## src/rtl/ppu_stream.sv

```systemverilog
// ppu_stream: pixel stream processor (input FIFO, raster-tracked output, pattern modes).
// Define PPU_FREERUN_EN to start each new frame immediately instead of waiting for frame_sync.
module ppu_stream #(
   parameter int DATA_W     = 8,
   parameter int H_PIX      = 32,
   parameter int V_PIX      = 32,
   parameter int FIFO_DEPTH = 16,
   parameter int FCNT_W     = 8
) (
   input  logic              clk,
   input  logic              rst,
   input  logic              frame_sync,
   input  logic [2:0]        mode,
   input  logic [DATA_W-1:0] in_data,
   input  logic              in_valid,
   output logic              in_ready,
   output logic [DATA_W-1:0] out_data,
   output logic              out_valid,
   input  logic              out_ready,
   output logic              out_sof,
   output logic              out_eol,
   output logic [FCNT_W-1:0] frame_cnt
);
   localparam int HW = $clog2(H_PIX);
   localparam int VW = $clog2(V_PIX);
   localparam int XW = HW > VW ? HW : VW;
   localparam int AW = $clog2(FIFO_DEPTH);
   localparam int UH = DATA_W / 2;
   localparam int LH = DATA_W - UH;
   localparam logic [HW-1:0] H_LAST = HW'(H_PIX - 1);
   localparam logic [VW-1:0] V_LAST = VW'(V_PIX - 1);

   typedef enum logic {WAIT_SYNC, RUN} state_t;

   state_t              state, state_n;
   logic [HW-1:0]       h, h_n;
   logic [VW-1:0]       v, v_n, vf;
   logic [FCNT_W-1:0]   fcnt_n;
   logic                sync_q, sync_edge;
   logic [DATA_W-1:0]   mem [FIFO_DEPTH];
   logic [AW-1:0]       rptr, wptr;
   logic [AW:0]         cnt;
   logic                empty, push, pop, uses_fifo, load, h_end, v_end;
   logic [XW-1:0]       x, y;
   logic [DATA_W-1:0]   head, pix;

   function automatic logic div7(input logic [XW-1:0] a);
      return 32'(a) % 32'd7 == 32'd0;
   endfunction

   assign sync_edge = frame_sync && !sync_q;
   assign head      = mem[rptr];
   assign empty     = cnt == '0;
   assign in_ready  = !cnt[AW];
   assign push      = in_valid && in_ready;
   assign uses_fifo = mode <= 3'd1;
   assign load      = (!out_valid || out_ready) && state == RUN && !(uses_fifo && empty);
   assign pop       = load && uses_fifo;
   assign h_end     = h == H_LAST;
   assign v_end     = v == V_LAST;
   assign x         = XW'(h) ^ XW'(v);
   assign vf        = v + VW'(frame_cnt);
   assign y         = XW'(vf) ^ XW'(h);

   always_comb begin
      pix = mode == 3'd0 ? head :
            mode == 3'd1 ? (x != '0 ? head : '0) :
            mode == 3'd2 ? {DATA_W{x == '0}} :
            mode == 3'd3 ? {DATA_W{div7(x)}} :
            mode == 3'd4 ? {{UH{div7(y)}}, {LH{div7(x)}}} : '0;
   end

   // a sync edge overrides any end-of-frame advance in the same cycle
   always_comb begin
      state_n = state;
      h_n     = h;
      v_n     = v;
      fcnt_n  = frame_cnt;
      if (load) begin
         h_n = h_end ? '0 : h + 1'b1;
         v_n = !h_end ? v : v_end ? '0 : v + 1'b1;
         if (h_end && v_end) begin
`ifdef PPU_FREERUN_EN
            fcnt_n = frame_cnt + 1'b1;
`else
            state_n = WAIT_SYNC;
`endif
         end
      end
      if (sync_edge) begin
         state_n = RUN;
         h_n     = '0;
         v_n     = '0;
         fcnt_n  = frame_cnt + 1'b1;
      end
   end

   always_ff @(posedge clk or posedge rst) begin
      if (rst) begin
         state     <= WAIT_SYNC;
         h         <= '0;
         v         <= '0;
         frame_cnt <= '0;
         sync_q    <= 1'b0;
         rptr      <= '0;
         wptr      <= '0;
         cnt       <= '0;
         out_data  <= '0;
         out_valid <= 1'b0;
         out_sof   <= 1'b0;
         out_eol   <= 1'b0;
      end else begin
         state     <= state_n;
         h         <= h_n;
         v         <= v_n;
         frame_cnt <= fcnt_n;
         sync_q    <= frame_sync;
         cnt       <= cnt + (AW+1)'(push) - (AW+1)'(pop);
         if (push) wptr <= wptr + 1'b1;
         if (pop) rptr <= rptr + 1'b1;
         if (load) begin
            out_valid <= 1'b1;
            out_data  <= pix;
            out_sof   <= h == '0 && v == '0;
            out_eol   <= h_end;
         end else if (out_ready) begin
            out_valid <= 1'b0;
         end
      end
   end

   always_ff @(posedge clk) begin
      if (push) mem[wptr] <= in_data;
   end
endmodule

```

## config.mk

```make
export PLATFORM = sky130hd
export DESIGN_NAME = ppu_stream
export DESIGN_NICKNAME = d
export VERILOG_FILES = /design/src/rtl/ppu_stream.sv
export SDC_FILE = /design/constraint.sdc
export NUM_CORES = 1
export LEC_CHECK = 0
export CORE_UTILIZATION = 35
export DETAILED_ROUTE_END_ITERATION = 16
export GPL_TIMING_DRIVEN = 0
export HOLD_SLACK_MARGIN = 0.05
export PLACE_DENSITY = 0.58
export SLEW_MARGIN = 20
export SYNTH_ARGS = -nofsm -noshare
export SYNTH_HDL_FRONTEND = slang
export SYNTH_SLANG_ARGS = --single-unit
```

## constraint.sdc

```tcl
create_clock -name clk -period 6.5 [get_ports clk]
set_input_delay 1.3 -clock clk [delete_from_list [all_inputs] [get_ports clk]]
set_output_delay 1.3 -clock clk [all_outputs]
set_load 0.01 [all_outputs]
```

# Word-level counts from Yosys, hierarchy flattened
# Memories as Yosys holds them, arrays and structs flattened.
# Index checks and enable logic that the tools add are counted.
[word_totals]
ff_bits = 44
latchBits = 0
mem_bits_rw = 128
rom_bits = 0
in_bits = 16
output_inout_bits = 20
wordCells = 79
memories = 1
[mem_list]
columns = ["name", "depth", "word_bits", "rd", "rd_clocked_by_memory_dff", "write_ports", "line", "source"]
rows = [
  ["mem", 16, 8, 1, 0, 1, "40", "logic [DATA_W-1:0] mem [FIFO_DEPTH];"],
]
[classes]
add_sub_neg = 8
multipliers = 0
div = 2
magnitude_cmp = 1
eq_ne = 6
shift = 0
muxes = 20
n_bitwise = 2
n_reduce_logical = 27
[ops]
columns = ["cell", "count"]
rows = [
  ["32-bit logical NOT", 2],
  ["5-bit by 3-bit modulo with 32-bit output, second input constant", 2],
  ["8-bit two-way mux", 6],
  ["5-bit two-way mux", 7],
  ["5-bit logical NOT", 4],
  ["5-bit by 1-bit adder with 5-bit output, second input constant", 2],
  ["5-bit equality test, second input constant", 2],
  ["5-bit bitwise XOR", 2],
  ["4-bit by 1-bit adder with 4-bit output, second input constant", 2],
  ["8-bit by 1-bit adder with 8-bit output, second input constant", 1],
  ["1-bit logical AND", 8],
  ["2-bit nonzero test", 4],
  ["1-bit two-way mux", 7],
  ["3-bit by 2-bit equality test with 1-bit output, second input constant", 2],
  ["5-bit by 1-bit adder with 5-bit output", 1],
  ["5-bit adder", 1],
  ["5-bit nonzero test", 1],
  ["5-bit by 1-bit subtractor with 5-bit output", 1],
  ["1-bit logical NOT", 4],
  ["2-bit AND reduction", 2],
  ["3-bit by 1-bit equality test with 1-bit output, second input constant", 1],
  ["3-bit equality test, second input constant", 1],
  ["3-bit by 1-bit less-or-equal comparator with 1-bit output, second input constant", 1],
  ["3-bit logical NOT", 1],
  ["1-bit logical OR", 1],
]

# Longest topological paths before layout
[depth]
depth_word = 9
mapped_depth = 20
ltp_nobuf = 19

# Least setup slack after synthesis
# No wires, ideal clock.
[synth_path]
path_kind = "flip-flop to flip-flop"
startpoint = "register frame_cnt[0]"
endpoint = "register out_data[7]"
setup_time_ns = 0.131
arrival_ns = 4.087
required_time_ns = 6.369
path_slack_ns = 2.282
path_stages_with_launch = 20
path_buffers = 0
period_less_slack_ns = 4.218
cell_sequence = "dfrtp_1 -> ha_1 -> fa_1 -> xnor3_1 -> inv_1 -> ha_1 -> inv_1 -> a211o_1 -> nand2_1 -> xnor2_1 -> ha_1 -> o221ai_4 -> a21bo_4 -> nor3_1 -> a21o_1 -> ha_1 -> a32oi_1 -> and4b_1 -> a31oi_2 -> o21ai_1"
[synth_between]
elab_chain_len = 9
[synth_lines]
columns = ["item", "line", "source"]
rows = [
  ["from (decl)", "22", "output logic [FCNT_W-1:0] frame_cnt"],
  ["from (signal assigned)", "116", "frame_cnt <= fcnt_n;"],
  ["5-bit adder", "62", "assign vf = v + VW'(frame_cnt);"],
  ["5-bit bitwise XOR", "63", "assign y = XW'(vf) ^ XW'(h);"],
  ["5-bit by 3-bit modulo with 32-bit output", "48", "return 32'(a) % 32'd7 == 32'd0;"],
  ["32-bit logical NOT", "48", ""],
  ["8-bit two-way mux", "70", "mode == 3'd4 ? {{UH{div7(y)}}, {LH{div7(x)}}} : '0;"],
  ["8-bit two-way mux", "69", "mode == 3'd3 ? {DATA_W{div7(x)}} :"],
  ["8-bit two-way mux", "68", "mode == 3'd2 ? {DATA_W{x == '0}} :"],
  ["8-bit two-way mux", "67", "mode == 3'd1 ? (x != '0 ? head : '0) :"],
  ["8-bit two-way mux", "66", "pix = mode == 3'd0 ? head :"],
  ["to (signal assigned)", "123", "out_data <= pix;"],
  ["to (decl)", "17", "output logic [DATA_W-1:0] out_data,"],
]
# Every way passes these cells.
# A chain may end at the register's enable or synchronous reset.

# Final worst setup path
[layout_path]
startpoint = "register v[3]"
endpoint = "register out_data[4]"
[layout_between]
elab_chain_len = 9
elab_cells_between_ends = 15
classes_between = "add/sub: 1; div: 2; mux: 6; bitwise: 2; reduce/logical: 4"
[layout_lines]
columns = ["item", "line", "source"]
rows = [
  ["from (decl)", "37", "logic [VW-1:0] v, v_n, vf;"],
  ["from (signal assigned)", "115", "v <= v_n;"],
  ["5-bit adder", "62", ""],
  ["5-bit bitwise XOR", "63", ""],
  ["5-bit by 3-bit modulo with 32-bit output", "48", ""],
  ["32-bit logical NOT", "48", ""],
  ["8-bit two-way mux", "70", ""],
  ["8-bit two-way mux", "69", ""],
  ["8-bit two-way mux", "68", ""],
  ["8-bit two-way mux (*)", "67", ""],
  ["8-bit two-way mux (*)", "66", ""],
]
# Mark *: on every way between the ends. The rest lies on a longest branch, timed or not.

==> flow_metrics.tcl <==
set metrics [dict create \
    syn_nets 623 \
    setup_viol 0 \
    grt_usage_pct 15.7 \
    postPlaceCellArea_um2 9030 \
    cts-hold-fix-buffers 0 \
    timing.hold.ws_ns 0.481 \
    boundaryPins 36 \
    final_area_um2 9630 \
    ys_ff_latch 172 \
    ctsResizeCount 0 \
    slew_headroom_pct 35.2 \
    timing.rr.start "v[3]" \
    vias 5039 \
    cts_tree "built" \
    ant_nets 0 \
    die_y_um 156 \
    status "finished, final reports clean" \
    critPathMaxStageDelay_ns 0.48 \
    yosys.area.top_type "edfxtp_1" \
    cts_sinks 172 \
    grt_overflow 0 \
    holdCritStartpoint "out_eol" \
    vdd_drop_max_v 0.000169 \
    drt_iter0_markers 376 \
    p_total_mw 4.16 \
    clk_pin_slew_ns 0.07 \
    worst_pin_slew_ns 0.972 \
    synth_warnings 0 \
    die_area_um2 24200 \
    grt_pass1_vias 5256 \
    arrival_ns 5.22 \
    min_path_type "register to register" \
    fmax_ghz 0.203 \
    async_reset_ff_share_pct 25.6 \
    powerDensity_nw_per_um2 432 \
    cp_data_required_time_ns 6.80 \
    viasPerCell 5.26 \
    synth_cell_types 67 \
    synth_top_area_share_pct 46.5 \
    clock_latency_ns 0.43 \
    tns_ns 0 \
    max-clock-path-buffers 2 \
    postCtsSetupRepairBufs 0 \
    root_buffer "clkbuf_16" \
    grt_setup_unrepaired "false" \
    crit_type "register to register" \
    core_area_um2 22900 \
    synthCells 578 \
    drive_gt1_share_pct 14.9 \
    gp_congestion 0.867 \
    yosysSeqAreaShare_pct 59.8 \
    grt_pass1_wl_um 28500 \
    p_leak_nw 3.44 \
    min_period_ns 4.92 \
    drt_wl_total_um 17700 \
    drv_cap 0 \
    htreeDepth 4 \
    place_ws_ns 1.70 \
    final.setup_skew_ns 0.0111 \
    use_met1_pct 19.7 \
    end_kind "register" \
    numCtsBuffers 17 \
    synth_edf_count 128 \
    worst_slack_ns 1.58 \
    path_common_cell "ha_1" \
    grt_max_degree 34 \
    critPathLaunchType "register" \
    grt_use_met2_pct 27.0 \
    drv_slew 0 \
    syn_area_um2 8270 \
    dpl.hpwl_um 12600 \
    numPortBuffers 35 \
    crit_slowest_cell "dfrtp_1" \
    synth_area_leaders "edfxtp_1 (46%), dfrtp_1 (13%), mux4_2 (11%)" \
    first_pass_iters 7 \
    start_util_pct 36.1 \
    drcViolationCount 0 \
    rows 55 \
    grtUsageMet3_pct 2.89 \
    grt_busiest_layer "met2" \
    fin_crit_sh_pct 75.7 \
    antenna_found_initial 0 \
    worstPathMaxFanout 8 \
    hold_viol 0 \
    syn_to_final_growth_pct 16.5 \
    wl_per_cell_um 18.5 \
    antenna_cells 0 \
    synthFlopType "edfxtp_1" \
    final_net_count 678 \
    die_w_um 156 \
    crit_chain "ha_1 -> xor2_1 -> a21oi_1 -> or2_2 -> clkbuf_1 -> ha_1 -> inv_1 -> a211o_1 -> nand2_1 -> xnor2_1 -> ha_1 -> o221ai_4 -> a21bo_4 -> nor3_1 -> a21o_1 -> ha_1 -> a32oi_1 -> and4b_1 -> a31oi_2 -> o21ai_1" \
    startpoint "v[3]" \
    avgSynthCellArea_um2 14.3 \
]
## stage by stage
step,std cells,util [%]
after CTS,958,42.0
final,958,42.0
after detailed placement,927,39.4
after global placement,926,39.3
after global routing,958,42.0
after floorplan,578,-
## Yosys cell counts (all sizes together) (6+ instances only)
library cell	number
edfxtp	128
dfrtp	44
mux4	39
nand2	34
nor2	32
ha	27
inv	24
o21ai	24
xnor2	23
a21oi	22
and2	19
clkbuf	18
nand3	16
nor3	11
buf	10
xor2	10
a31oi	9
and3	9
nand4	7
mux2	6
## final cells by class
class / count / area (um^2)
buffer: 28 / 118
clock buffer: 17 / 425
clock inverter: 14 / 175
fill: 2034 / 13300
inverter: 24 / 90.1
multi-input combinational: 354 / 3110
sequential: 172 / 4940
tap: 313 / 392
timing repair buffer: 36 / 370
## worst max-delay path, delay by kind of cell (launching register included)
family                     cells  cell delay, ns
AOI/OAI and AO/OA              8            1.77
xor gates and xnor gates       2            0.28
adders and majority gates      4            1.08
buffers and inverters          2            0.32
DFF                            1            0.48
and+or+nand+nor                4            0.84
## where the power goes
part,internal (mW),switching [mW]
combinational,0.779,0.927
sequential,1.33,0.108
clock,0.549,0.466
## layout by cell type, fill, tap and decap left out, drive strengths merged, types with 9 or more instances in the layout
cell type / count
edfxtp: 128
buf: 11
o21ai: 24
and3: 9
and2: 19
nor2: 32
dfrtp: 44
nand3: 16
xor2: 10
xnor2: 23
inv: 31
mux4: 39
a31oi: 9
nand2: 34
ha: 27
a21oi: 22
clkdlybuf4s50: 35
clkbuf: 35
nor3: 11
## cells by family after synthesis
kind of cell / count (synthesis) / synth area share, %
and+or+nand+nor: 147 / 9.02
xor gates and xnor gates: 35 / 4.25
AOI/OAI and AO/OA: 95 / 8.02
adders and majority gates: 29 / 4.57
muxes: 48 / 11.8
DFF: 172 / 59.8
buffers and inverters: 52 / 2.51
## worst paths after layout
kind / end / cells after the start / slack (ns)
max: out_data[4] / 20 / 1.58
max in group asynchronous: out_data[4] / 3 / 4.88
max reg2reg: out_data[4] / 20 / 1.58
min: out_eol / 2 / 0.48
min reg2reg: out_eol / 2 / 0.48
min in group asynchronous: frame_cnt[7] / 2 / 1.13
## state kept, by name, indices dropped and copies added, names as in the netlist
register	cells
mem	128
frame_cnt	8
out_data	8
cnt	5
h	5
v	5
rptr	4
wptr	4
out_eol	1
out_sof	1
out_valid	1
state	1
sync_q	1
## metal layers
metal  part of all wire (%)  wire [um]
met1                     44       7840
met2                     50       8870
met3                    3.6        641
met4                    2.2        383
met5                      0          0
(Power assumes the default switching activity.)
